<file path="src/rtl/uart_rx_filt.sv">
// uart_rx_filt
//   UART 8N1 receive core. Synchronises and glitch-filters the raw line,
//   recovers frames using a programmable bit-period divider and delivers
//   each byte as a single-cycle strobe. A low stop bit raises frame_err
//   instead of stb.
//
// Parameters
//   DIV_WIDTH      width of the bit-period divider
//   GLITCH_FILTER  extra consecutive cycles a new level must persist (0 = off)
//
// Ports
//   clk        system clock
//   rst        asynchronous active-high reset
//   rx         raw serial line, idle high, asynchronous to clk
//   div        bit period minus one, in clk cycles (sampled at timer load)
//   data       last good byte; updates in the stb cycle, then held
//   stb        one-cycle pulse per byte with a valid stop bit
//   frame_err  one-cycle pulse when the stop bit samples low
module uart_rx_filt #(
  parameter int DIV_WIDTH     = 8,
  parameter int GLITCH_FILTER = 2
) (
  input  logic                 clk,
  input  logic                 rst,
  input  logic                 rx,
  input  logic [DIV_WIDTH-1:0] div,
  output logic [7:0]           data,
  output logic                 stb,
  output logic                 frame_err
);

  // The counter only has to reach GLITCH_FILTER; keep at least one bit so
  // the declaration stays legal when the filter is disabled.
  localparam int GW = (GLITCH_FILTER < 1) ? 1 : $clog2(GLITCH_FILTER + 1);
  localparam logic [GW-1:0] GMAX = GW'(GLITCH_FILTER);

  typedef enum logic [1:0] {IDLE, START, DATA, STOP} state_t;

  logic [1:0]           sync;
  logic                 rxs;
  logic                 rxf;
  logic                 rxf_prev;
  logic [GW-1:0]        gcnt;
  state_t               state;
  logic [DIV_WIDTH-1:0] timer;
  logic                 tick;
  logic [2:0]           bitcnt;
  logic [7:0]           shreg;

  assign rxs  = sync[1];
  assign tick = (timer == '0);

  // Two-flop synchroniser, idle-high reset so no false start leaves reset.
  always_ff @(posedge clk or posedge rst) begin
    if (rst) begin
      sync <= 2'b11;
    end else begin
      sync <= {sync[0], rx};
    end
  end

  // Glitch filter: gcnt counts consecutive cycles of disagreement. Because
  // the line is binary, a run of disagreement means rxs held one steady new
  // level, which is accepted once it has lasted GLITCH_FILTER+1 cycles.
  always_ff @(posedge clk or posedge rst) begin
    if (rst) begin
      rxf      <= 1'b1;
      rxf_prev <= 1'b1;
      gcnt     <= '0;
    end else begin
      rxf_prev <= rxf;
      if (rxs != rxf) begin
        if (gcnt == GMAX) begin
          rxf  <= rxs;
          gcnt <= '0;
        end else begin
          gcnt <= gcnt + GW'(1);
        end
      end else begin
        gcnt <= '0;
      end
    end
  end

  // Frame FSM together with the bit timer it reloads. The timer free-runs
  // (reloading div on every tick); the FSM overrides the reload only on a
  // start edge, where the first sample must land mid-bit.
  always_ff @(posedge clk or posedge rst) begin
    if (rst) begin
      state     <= IDLE;
      timer     <= '0;
      bitcnt    <= '0;
      shreg     <= '0;
      data      <= '0;
      stb       <= 1'b0;
      frame_err <= 1'b0;
    end else begin
      stb       <= 1'b0;
      frame_err <= 1'b0;

      if (tick) begin
        timer <= div;
      end else begin
        timer <= timer - DIV_WIDTH'(1);
      end

      case (state)
        IDLE: begin
          if (rxf_prev && !rxf) begin
            timer <= div >> 1;
            state <= START;
          end
        end
        START: begin
          if (tick) begin
            if (!rxf) begin
              bitcnt <= '0;
              state  <= DATA;
            end else begin
              // Line went back high before mid-bit: not a real start bit.
              state <= IDLE;
            end
          end
        end
        DATA: begin
          if (tick) begin
            // LSB arrives first, so shifting in at the MSB leaves the byte
            // in natural order after eight bits.
            shreg  <= {rxf, shreg[7:1]};
            bitcnt <= bitcnt + 3'd1;
            if (bitcnt == 3'd7) begin
              state <= STOP;
            end
          end
        end
        STOP: begin
          if (tick) begin
            if (rxf) begin
              data <= shreg;
              stb  <= 1'b1;
            end else begin
              frame_err <= 1'b1;
            end
            state <= IDLE;
          end
        end
        default: state <= IDLE;
      endcase
    end
  end

endmodule

</file>
<file path="config.mk">
export PLATFORM = sky130hd
export DESIGN_NAME = uart_rx_filt
export DESIGN_NICKNAME = d
export VERILOG_FILES = /design/src/rtl/uart_rx_filt.sv
export SDC_FILE = /design/constraint.sdc
export NUM_CORES = 1
export LEC_CHECK = 0
export CORE_MARGIN = 2
export CORE_UTILIZATION = 45
export CTS_BUF_LIST = sky130_fd_sc_hd__clkbuf_16
export DETAILED_ROUTE_END_ITERATION = 6
export PLACE_DENSITY = 0.63
export SLEW_MARGIN = 20
export SYNTH_ARGS = -nofsm -noshare
export SYNTH_HDL_FRONTEND = slang
export SYNTH_SLANG_ARGS = --single-unit
</file>
<file path="constraint.sdc">
create_clock -name clk -period 7.3 [get_ports clk]
set_clock_uncertainty 0.2 [all_clocks]
set_input_delay 1.095 -clock clk [delete_from_list [all_inputs] [get_ports clk]]
set_output_delay 1.095 -clock clk [all_outputs]
set_load 0.1 [all_outputs]
</file>
Yosys cells after proc, flatten, opt, wreduce, memory -nomap -nowiden
Cells that the tools add are included.
- equal/unequal tests: 12
- multiplexer cells: 22
- add/subtract/negate cells: 3
- reduce and logical (&&, ||, !) cells: 10
- operator list (cell ; number):
    8-bit 2-to-1 mux ; 3
    2-bit 2-to-1 mux ; 8
    2-bit != test, second input constant ; 6
    3-bit 2-to-1 mux ; 3
    8-bit logical NOT ; 1
    2-bit case mux with 4 select lines ; 1
    8-bit by 1-bit subtractor with 8-bit output, second input constant ; 1
    2-bit equality test, second input constant ; 3
    1-bit 2-to-1 mux ; 6
    3-bit case mux with 2 select lines ; 1
    5-bit AND reduction ; 1
    2-bit AND reduction ; 2
    4-bit AND reduction ; 1
    3-bit by 1-bit adder with 3-bit output, second input constant ; 1
    3-bit equality test, second input constant ; 1
    3-bit AND reduction ; 1
    2-bit by 1-bit adder with 2-bit output, second input constant ; 1
    2-bit by 1-bit equality test with 1-bit output, second input constant ; 1
    2-bit logical NOT ; 1
    2-bit nonzero test ; 1
    1-bit logical AND ; 1
    1-bit logical NOT ; 1
    1-bit != test ; 1
- word-level logic and storage cells: 58
- output and inout bits: 10
- bits in registers: 37
- input bits: 11

Depth between registers and ports, before layout
Gate-level depths: netlist of run 1.
- depth after elaboration: 4
- gate-level depth with buffers: 8
- gate-level depth less buffers: 6

Least setup slack after synthesis of run 1
Ideal clock, no wire load.
- kind: reg-to-reg
- start point: register timer[0]
- end point: register shreg[0]
- arrival: 2069 ps
- path buffers: 2
- clock period less this slack: 2394 ps
- stages on the path, launching flop included: 8
- path slack: 4906 ps
- cells stage by stage: dfrtp_1 inv_1 ha_1 or3b_2 clkbuf_1 or4_4 buf_6 mux2_2
- cells in the longest elaborated chain, start to end: 2
- ends and longest elaborated chain (element ; RTL line ; RTL):
    start: declaration ; 45 ; logic [DIV_WIDTH-1:0] timer;
    start signal: assignment ; 102 ; timer <= div;
    start signal: assignment ; 104 ; timer <= timer - DIV_WIDTH'(1);
    start signal: assignment ; 110 ; timer <= div >> 1;
    8-bit logical NOT ; 51 ; assign tick = (timer == '0);
    2-bit AND reduction (no line) ; -- ;
    end signal: assignment ; 129 ; shreg <= {rxf, shreg[7:1]};
    end: declaration ; 48 ; logic [7:0] shreg;
No other way between the ends.
A chain may end at the register's enable or synchronous reset.

Final worst setup path of run 1
- start point: register data[6]
- end point: output data[6]
- RTL lines (element ; RTL line ; RTL):
    start: declaration ; 27 ; output logic [7:0] data,
    start signal: assignment ; 139 ; data <= shreg;
No word-level cell between the ends.

==> reports/qor.txt, run 1 <==
status - finished, final reports clean
# rows - 22
Slowest cell on crit path - clkdlybuf4s50_1
Rel. slew slack - 35.6%
final worst path period need - 3050 ps
initial antenna violation count - 0
Inserted Diodes - 0
Net count, final - 180
Max stage delay on crit path - 1130 ps
per-cell routed wire length - 13.7 um
first-pass GRT wire length - 5020 um
leakage - 0.966 nW
Non-Filler Instances - 214
layout cell share with drive strength beyond 1 - 24.7%
DRT Pass-1 Iters - 5
CTS tree - yes
CTS resizes - 0
post-synthesis sequential area ratio - 54.3%
setup tns final - 0 ps
Synth Flop Type - dfrtp_1
Avg Inst Size Synth - 11.9 um2
syn nets - 159
Worst Hold Depth - 0
max frequency - 328 MHz
Crit Path Category - flip-flop to primary output
post-CTS setup repair buffer count - 0
clk sinks - 37
synthesized flop and latch total - 37
RSZ-0062 raised after global routing - false
Hold Path Sink - sync[1]
GPL Wtd Cong - 0.788
Detail Placement HPWL - 2030 um
CTS clock-pin slew for the worst setup and hold paths - 60 ps
worst-case reg-to-reg path depth - 6
number of global-route vias before repair - 1131
most frequent cells in the layout - dfrtp_1, clkdlybuf4s50_1, mux2_2, o21ai_0, inv_1
Cell Area, Synth - 1710 um2
CP Cell Sequence - clkdlybuf4s50_1
# port buffers - 20
Setup violations, final - 0
total core area - 3660 um2
GRT Util Overall - 15.4%
crit path DAT - 1750 ps
min-delay worst type - flip-flop to flip-flop
Die X - 65.7 um
Starting Density - 46.8%
Final ANT Viol Nets - 0
die height - 65.7 um
number of max-cap violations - 0
via count - 1104
total power density per cell area - 312 nW/um2
largest net degree at the start of global routing - 38
reg-to-reg slack, setup - 4740 ps
FFs w/ async S/R, synth - 100%
area grow syn2layout - 21.5%
final wirelength - 2930 um
placed insts - 206
CP endpoint kind - primary output
Final period util - 41.8%
Slew @ Worst Pin - 963 ps
DR vias/cell - 5.16
Final Max Slew Viols - 0
CTS buffer count - 5
CTS H-tree depth - 2
VDD IR-drop max - 0.000211 V
start point of the worst hold path - sync[0]
Post-Syn Instances - 144
worst r2r dst - data[0]
area of the multi-input gates - 697 um2
Final Hold Fails - 0
crit path max fanout - 2
Register Area - 931 um2
CP bufs+invs - 1
number of warnings issued by yosys - 0
I/O pin count - 21
worst-skew pair later-pin latency - 270 ps
most common cell after layout, fill and taps aside - dfrtp_1
Die Area - 4320 um2
Final Cell Area - 2080 um2
CTS root buf - clkbuf_16
Longest Clk Path Bufs - 2
total of fill cells in the finished design - 304
CP Data Required Time - 6000 ps
total grt overflow - 0
Crit path max-delay family - buffers and inverters
Placed Area - 1940 um2
crit start category - flip-flop
EDFF count, synth - 0
final routed DRC violation total - 0
synth unique cells - 35
initial drt markers - 46
Post-CTS Hold Buffers - 0
R2R Path Start - timer[0]
-- layer usage --
metal	part of all wire [%]	track usage (%)	wire length (um)
met1	47	19.4	1360
met2	50	25.4	1450
met3	3.2	4.11	94
met4	0.48	5.47	14
met5	0	0	0
-- cells by family after synthesis --
| group | Yosys count | share of synthesized area [%] |
|---|---|---|
| buf+inv | 17 | 5.04 |
| mux | 22 | 14.1 |
| flops | 37 | 54.3 |
| fa+ha+maj | 4 | 2.92 |
| xor+xnor | 4 | 2.04 |
| compound gates | 26 | 9.85 |
| simple gates | 34 | 11.8 |
-- per-stage QoR --
step           util [%]  setup WS, ps  hold WS, ps  total power, W
5_1_grt            56.9          4210          162        0.000691
3_3_place_gp       52.9          4550          148        0.000435
3_5_place_dp       52.9          4550          152        0.000445
6_report           56.9          4250          158        0.000649
4_1_cts            56.9          4240          160        0.000656
2_1_floorplan         -          4910          145        0.000412
-- area by class of cell --
class | count | share of cell area, %
clock buffers | 5 | 6.01
clock inverters | 3 | 1.02
inverters | 9 | 1.62
multi-input cells | 90 | 33.5
flip-flops and latches | 37 | 44.7
well taps | 48 | 2.88
repair buffers | 22 | 10.3
-- worst max path at each step --
| stage | depth (start not counted) | end | slack [ps] | from |
|---|---|---|---|---|
| global route | 1 | data[6] | 4210 | data[6] |
| detailed placement | 1 | data[0] | 4550 | data[0] |
| floorplan | 7 | shreg[0] | 4910 | timer[0] |
| CTS | 1 | data[6] | 4240 | data[6] |
| finish | 1 | data[6] | 4250 | data[6] |
| global placement | 1 | data[6] | 4550 | data[6] |
-- cell usage after synthesis, types with 2 or more instances --
| master | instances | area [um2] |
|---|---|---|
| dfrtp_1 | 33 | 826 |
| mux2_2 | 17 | 191 |
| o21ai_0 | 11 | 55.1 |
| inv_1 | 9 | 33.8 |
| nand2_1 | 7 | 26.3 |
| nor3_1 | 7 | 35.0 |
| clkbuf_1 | 5 | 18.8 |
| mux2i_1 | 5 | 50.1 |
| dfstp_2 | 4 | 105 |
| ha_1 | 4 | 50.1 |
| nor2_1 | 4 | 15.0 |
| a21oi_1 | 3 | 15.0 |
| buf_6 | 3 | 33.8 |
| nor2b_1 | 3 | 18.8 |
| a211oi_1 | 2 | 15.0 |
| nor3b_1 | 2 | 15.0 |
| o221a_2 | 2 | 22.5 |
| o31ai_1 | 2 | 15.0 |
| or2_2 | 2 | 12.5 |
| or4_4 | 2 | 22.5 |
| xnor2_1 | 2 | 17.5 |
| xor2_1 | 2 | 17.5 |
-- report_power, final --
| part | total [W] | internal [W] | switching, W |
|---|---|---|---|
| Clock | 0.000207 | 0.000127 | 0.0000798 |
| Sequential | 0.000293 | 0.000248 | 0.0000443 |
| Combinational | 0.000150 | 0.0000759 | 0.0000743 |
-- worst reg2reg max path: stages (launching register included) --
cell and delay, ps:
dfrtp_1 420, inv_1 100, ha_1 210, or3b_2 560, nor2_1 270, nand4_2 320, mux2_2 370
-- state kept, by name, summed over array words and instances, names as in the netlist, named ones only --
signal,cells
bitcnt,3
rxf_prev,1
gcnt,2
rxf,1
shreg,8
timer,8
stb,1
frame_err,1
data,8
sync,2
state,1
Power figures use the tool's default switching activity.
==> run 2, diff against run 1 <==
--- a/config.mk
+++ b/config.mk
@@ -9,7 +9,7 @@
 export CORE_UTILIZATION = 45
 export CTS_BUF_LIST = sky130_fd_sc_hd__clkbuf_16
 export DETAILED_ROUTE_END_ITERATION = 6
-export PLACE_DENSITY = 0.63
+export PLACE_DENSITY = 0.65
 export SLEW_MARGIN = 20
 export SYNTH_ARGS = -nofsm -noshare
 export SYNTH_HDL_FRONTEND = slang
==> constraint.sdc (replaced) <==
create_clock -name clk -period 2.72 [get_ports clk]
set_clock_uncertainty 0.2 [all_clocks]
set_input_delay 0.408 -clock clk [delete_from_list [all_inputs] [get_ports clk]]
set_output_delay 0.408 -clock clk [all_outputs]
set_load 0.1 [all_outputs]
==> reports/qor.txt, run 2 (synthesis gave the netlist of run 1 again) <==
GRT Util Overall - 17.2% (+1.8 points)
via count - 1126 (+2.0%)
initial antenna violation count - 0 (unchanged)
Logic pwr share - 23.9% (+0.8 points)
post-CTS setup repair buffer count - 0 (unchanged)
VDD IR-drop max - 0.000588 V (+180%)
DRT Pass-1 Iters - 4 (-1)
Rel. slew slack - 69.5% (+34 points)
leakage - 0.986 nW (+2.0%)
total power density per cell area - 846 nW/um2 (+170%)
clk sinks - 37 (unchanged)
layout cell share with drive strength beyond 1 - 29.5% (+4.8 points)
Longest Clk Path Bufs - 2 (unchanged)
CTS H-tree depth - 2 (unchanged)
total of fill cells in the finished design - 311 (+2.3%)
die height - 65.7 um (unchanged)
final routed DRC violation total - 0 (unchanged)
Die X - 65.7 um (unchanged)
Register Area - 931 um2 (unchanged)
Die Area - 4320 um2 (unchanged)
CTS buffer count - 5 (unchanged)
CP Data Required Time - 2680 ps (-3320 ps)
Inserted Diodes - 0 (unchanged)
Net count, final - 180 (unchanged)
Detail Placement HPWL - 2200 um (+8.1%)
CTS resizes - 0 (unchanged)
Crit Path Category - flip-flop to flip-flop
sw frac - 30.7% (+0.12 points)
total core area - 3660 um2 (unchanged)
crit start category - flip-flop
setup tns final - 0 ps (unchanged)
crit path DAT - 2530 ps (+780 ps)
CP Cell Sequence - inv_1, ha_1, or3b_2, nor2_1, nand4_2, mux2_2
Setup WS pre-CTS - 159 ps (-4390 ps)
CTS tree - yes
Max stage delay on crit path - 550 ps (-580 ps)
worst-skew pair later-pin latency - 270 ps (about the same)
first-pass GRT wire length - 5510 um (+9.8%)
most common cell after layout, fill and taps aside - dfrtp_1
crit path max fanout - 9 (+7)
internal power - 0.00120 W (+170%)
# rows - 22 (unchanged)
Slowest cell on crit path - or3b_2
Final Max Slew Viols - 0 (unchanged)
area grow syn2layout - 19.7%
# port buffers - 20 (unchanged)
final worst path period need - 2570 ps
status - finished, final reports clean
GPL Wtd Cong - 0.828 (+5.1%)
Worst Slack Setup Final - 147 ps (-4100 ps)
number of global-route vias before repair - 1199 (+6.0%)
Starting Density - 46.8% (unchanged)
max frequency - 389 MHz
RSZ-0062 raised after global routing - false
CP endpoint kind - flip-flop
Final ANT Viol Nets - 0 (unchanged)
min-delay worst type - flip-flop to flip-flop
Final Hold Fails - 0 (unchanged)
I/O pin count - 21 (unchanged)
area of the multi-input gates - 697 um2 (unchanged)
most frequent cells in the layout - dfrtp_1, mux2_2, buf_4, o21ai_0
Final period util - 94.6%
CTS root buf - clkbuf_16
Slew @ Worst Pin - 458 ps (-506 ps)
CTS clock-pin slew for the worst setup and hold paths - 60 ps (about the same)
Post-CTS Hold Buffers - 0 (unchanged)
clock power share - 30.8% (-1.0 points)
Net Switching - 0.000532 W (+170%)
largest net degree at the start of global routing - 38 (unchanged)
number of max-cap violations - 0 (unchanged)
Top Registers - data (8), shreg (8), timer (8)
per-cell routed wire length - 14.9 um (+8.7%)
DR vias/cell - 5.26 (+2.0%)
total grt overflow - 0 (unchanged)
initial drt markers - 76 (+65%)
Seq pwr share - 45.4% (+0.3 points)
Setup violations, final - 0 (unchanged)
final wirelength - 3180 um (+8.7%)
-- run 2: cell count changes in the layout (fill, tap and decap cells not counted) --
cell	previous run	this run
inv_1	9	10
clkinv_1	0	1
buf_4	2	12
clkinv_2	1	0
inv_6	1	0
clkdlybuf4s50_1	20	10
-- run 2: path summary, 6_finish.rpt --
path,cells past startpoint,to,from,slack [ps]
worst max-delay path,6,data[6],timer[0],150
worst min-delay path,0,sync[1],sync[0],160
worst max register to register,6,data[6],timer[0],150
worst min register to register,0,sync[1],sync[0],160
max in group asynchronous,3,rxf,rst,1640
min in group asynchronous,3,data[6],rst,340
-- run 2: cell type report --
class / instances / area share (%)
Sequential cell: 37 / 45.4
Multi-Input combinational cell: 90 / 34.0
Timing Repair Buffer: 22 / 9.27
Clock buffer: 5 / 6.10
Tap cell: 48 / 2.93
Inverter: 9 / 1.65
Clock inverter: 3 / 0.732
-- run 2: metrics by stage --
stage	util [%]	instance area, um2	hold WS (ps)	instances	total power [W]
CTS	56.0	2050	158	214	0.00175
finish	56.0	2050	155	214	0.00174
global route	56.0	2050	166	214	0.00185
detailed placement	52.2	1910	150	206	0.00120
floorplan	-	1710	145	144	0.00111
global placement	52.2	1910	146	206	0.00118
-- run 2: power groups by stage --
stage	clock [W]	sequential (W)	combinational (W)
4_1_cts	0.000545	0.000786	0.000418
5_1_grt	0.000578	0.000806	0.000466
3_5_place_dp	0	0.000794	0.000408
6_report	0.000534	0.000787	0.000414
3_3_place_gp	0	0.000784	0.000391
2_1_floorplan	0	0.000735	0.000371
-- run 2: per-layer routing --
metal  global-route usage, %  vias to the layer above  share of wire, %
li1                        -                      545                 -
met1                    20.6                      552                44
met2                    28.7                       25                50
met3                    4.45                        4               4.1
met4                    8.07                        0               1.4
met5                       0                        -                 0
-- run 2: critical path, delay by kind of cell, from the launching register on --
kind	cells	cell delay, ps
fa+ha+maj	1	210
buf+inv	1	100
flops	1	420
mux	1	380
simple gates	3	1140
==> RTL change 1, RTL diff (flow settings as in run 2) <==
Encoding of `state_t`: now one-hot (4 bits for 4 states).
--- a/src/rtl/uart_rx_filt.sv
+++ b/src/rtl/uart_rx_filt.sv
@@ -34,7 +34,7 @@
   localparam int GW = (GLITCH_FILTER < 1) ? 1 : $clog2(GLITCH_FILTER + 1);
   localparam logic [GW-1:0] GMAX = GW'(GLITCH_FILTER);
 
-  typedef enum logic [1:0] {IDLE, START, DATA, STOP} state_t;
+  typedef enum logic [3:0] {IDLE = 4'b0001, START = 4'b0010, DATA = 4'b0100, STOP = 4'b1000} state_t;
 
   logic [1:0]           sync;
   logic                 rxs;
Formal check against the unedited RTL: same outputs for any inputs over 10 cycles, from zero or initial values and one cycle with rst high; not proved beyond that.
==> RTL change 1 against run 2 <==
  * Synthesized cell count increased by 8.3%
  * Critical endpoint is now shreg[2]$_DFFE_PP0P_
  * Critical path depth unchanged
  * Design area increased by 11%
  * Largest power group unchanged
  * Setup slack improved by 240 ps
  * Wire length increased by 8.0%
  * Total power increased by 22%
  * Synthesized area increased by 11%
  * Sequential cell count increased by 2
  * Largest cell class unchanged
==> RTL change 1: results <==
{
  "synth_nets": 171,
  "cp.arrival_ps": 2300,
  "clkCellAreaFrac_pct": 7.19,
  "hold_viol_final": 0,
  "pre_cts_slack_ps": 389,
  "yosys-top-cells-area": "dfrtp_1 (45%), mux2_2 (11%), dfstp_2 (6.9%)",
  "fill_cells": 342,
  "grt_pass1_vias": 1390,
  "synth_adder_area_share_pct": 2.63,
  "p_leak_nw": 1.10,
  "worstSkewPairLatency_ps": 280,
  "synth_xor_area_share_pct": 2.30,
  "drive_gt1_share_pct": 33.9,
  "seq_share_pct": 43.1,
  "avgSynthCellArea_um2": 12.2,
  "maxSlewHeadroom_pct": 67.8,
  "pg_seq_w": 0.000854,
  "num_antenna_cells": 0,
  "cts-resized-gates": 0,
  "grt_start_max_net_pins": 40,
  "buffers": 25,
  "ys_seq_area_share_pct": 51.6,
  "seq_power_share_pct": 40.3,
  "min_period_over_period_pct": 85.9,
  "ir_worst_vdd_mv": 0.557,
  "place_area_um2": 2120,
  "synth_compound_area_share_pct": 10.3,
  "register_area_um2": 982,
  "slowest_stage": "nor2_2",
  "wl_per_cell_um": 14.7,
  "inverters_excl_clock": 7,
  "dp_hpwl_um": 2440,
  "nNetsFinal": 197,
  "place_inst": 225,
  "outcome": "finished, final reports clean",
  "synth.area.mux_share_pct": 12.8,
  "ys_ff_latch": 39,
  "crit_family": "simple AND/OR/NAND/NOR gates",
  "multi_input_cells": 104,
  "avgViaCountPerCell": 5.39,
  "nClkBuffers": 5,
  "via_count": 1255,
  "power_frac_clock_pct": 30.4,
  "holdWs_ps": 157,
  "place.gp.congestion": 0.782,
  "crit_fanout": 10,
  "multi_input_area_share_pct": 36.5,
  "final-nonclk-buf-share_pct": 9.33,
  "grt_pass1_wl_um": 6350,
  "synth_commonest_cells": "dfrtp_1 (34), mux2_2 (18), nand2_1 (10)",
  "fin_util_pct": 56.6,
  "switching_share_pct": 31.9,
  "drtIter0Drc": 50,
  "ys_types": 45
}
[RTL change 1: worst reg2reg max path, stage by stage, from the launching register on]
cell and delay, ps:
dfrtp_1 390, inv_1 90, ha_1 210, nor3b_1 390
nand2_2 130, nor2_2 410, mux2_2 390
[RTL change 1: path summary, 6_finish.rpt]
path | start | endpoint
worst max register to register | timer[0]$_DFF_PP0_ | shreg[2]$_DFFE_PP0P_
min in group asynchronous | rst | shreg[0]$_DFFE_PP0P_
worst max-delay path | timer[0]$_DFF_PP0_ | shreg[2]$_DFFE_PP0P_
worst min-delay path | sync[0]$_DFF_PP1_ | sync[1]$_DFF_PP1_
worst min register to register | sync[0]$_DFF_PP1_ | sync[1]$_DFF_PP1_
max in group asynchronous | rst | rxf$_DFFE_PP1P_
[RTL change 1: layer usage]
metal	vias to the layer above	wire (um)	GRT usage, %
li1	611	-	-
met1	624	1500	19.7
met2	16	1780	28.1
met3	4	111	4.39
met4	0	40	5.01
met5	-	0	0
==> RTL change 2, RTL diff (config.mk and constraints of run 2) <==
Without the edit above. `GLITCH_FILTER`: 2 -> 4.
--- a/src/rtl/uart_rx_filt.sv
+++ b/src/rtl/uart_rx_filt.sv
@@ -18,7 +18,7 @@
 //   frame_err  one-cycle pulse when the stop bit samples low
 module uart_rx_filt #(
   parameter int DIV_WIDTH     = 8,
-  parameter int GLITCH_FILTER = 2
+  parameter int GLITCH_FILTER = 4
 ) (
   input  logic                 clk,
   input  logic                 rst,
Behaviour: no difference found for any inputs over 10 cycles, from zero or initial values and one cycle with rst high; that may be too few to reach the edited logic, so the function may still have changed.
==> RTL change 2 against run 2 <==
  * Total power grew 9.8%
  * Sequential cell count rose by 1
  * Non-clock buffer count increased by 5
  * Die area increased by 3.8%
  * Sequential share of layout area fell by 1.9 points
  * Synthesized area up 4.1%
  * Design area grew 7.1%
  * Wire length is 0.19% lower
  * Setup slack gained 72 ps
  * Largest cell class unchanged
==> RTL change 2: results <==
{
  "drive_gt1_share_pct": 28.0,
  "power_frac_clock_pct": 34.0,
  "p_comb_share_pct": 22.8,
  "crit_fanout": 10,
  "place_inst": 222,
  "grt_start_max_net_pins": 39,
  "drtIter0Drc": 52,
  "switching_share_pct": 30.1,
  "p_leak_nw": 1.00,
  "rrSetupSlack_ps": 220,
  "tightest_slew_ps": 466,
  "cp.arrival_ps": 2460,
  "track_usage_pct": 16.5,
  "place_area_um2": 2030,
  "outcome": "finished, final reports clean",
  "wl_um": 3180,
  "max_stage_delay_ps": 510,
  "p_total_w": 0.00191,
  "crit_end": "shreg[4]$_DFFE_PP0P_",
  "nNetsFinal": 198,
  "synth_commonest_cells": "dfrtp_1 (34), mux2_2 (18), o21ai_0 (13)",
  "fill_cells": 348,
  "ir_worst_vdd_mv": 0.500,
  "grt_pass1_wl_um": 5440,
  "synth_nets": 170,
  "dp_hpwl_um": 2250,
  "fin_util_pct": 58.7,
  "place.gp.congestion": 0.803,
  "ys_types": 37
}
==> RTL change 2: cell families (layout without fill, tap and decap cells) <==
group                      after synthesis  after routing  share of synthesized area [%]
and+or+nand+nor                         42             42                           13.4
DFF                                     38             38                           53.6
AOI/OAI and AO/OA                       31             31                           10.6
muxes                                   20             20                           12.5
buffers and inverters                   12             41                           3.79
adders and majority gates                6              6                           4.21
xor gates and xnor gates                 4              4                           1.96
==> RTL change 2: worst max-delay path: cells and delay by family, from the launching register on <==
family | cells | cell delay, ps
flops | 1 | 390
mux | 1 | 350
simple gates | 3 | 960
buf+inv | 2 | 290
fa+ha+maj | 1 | 200
==> RTL change 2: routing by layer <==
layer | vias to the layer above | GRT usage, % | part of all wire (%)
li1 | 599 | - | -
met1 | 625 | 19.9 | 45
met2 | 29 | 27.4 | 49
met3 | 4 | 4.56 | 4.7
met4 | 0 | 7.65 | 0.91
met5 | - | 0 | 0
==> RTL change 2: final cells by class <==
| type | count | share of cell area [%] |
|---|---|---|
| multi-input cells | 103 | 34.6 |
| flip-flops and latches | 38 | 43.5 |
| clock inverters | 3 | 2.05 |
| clock buffers | 5 | 5.69 |
| well taps | 48 | 2.73 |
| repair buffers | 27 | 10.4 |
| inverters | 6 | 1.03 |
==> RTL change 2: worst min-delay path by stage <==
stage	startpoint	to	slack [ps]	cells past startpoint
final	sync[0]$_DFF_PP1_	sync[1]$_DFF_PP1_	160	0
after global routing	sync[0]$_DFF_PP1_	sync[1]$_DFF_PP1_	170	0
after CTS	sync[0]$_DFF_PP1_	sync[1]$_DFF_PP1_	160	0
after detailed placement	sync[0]$_DFF_PP1_	sync[1]$_DFF_PP1_	150	0
after global placement	sync[0]$_DFF_PP1_	sync[1]$_DFF_PP1_	150	0
after floorplan	sync[0]$_DFF_PP1_	sync[1]$_DFF_PP1_	150	0
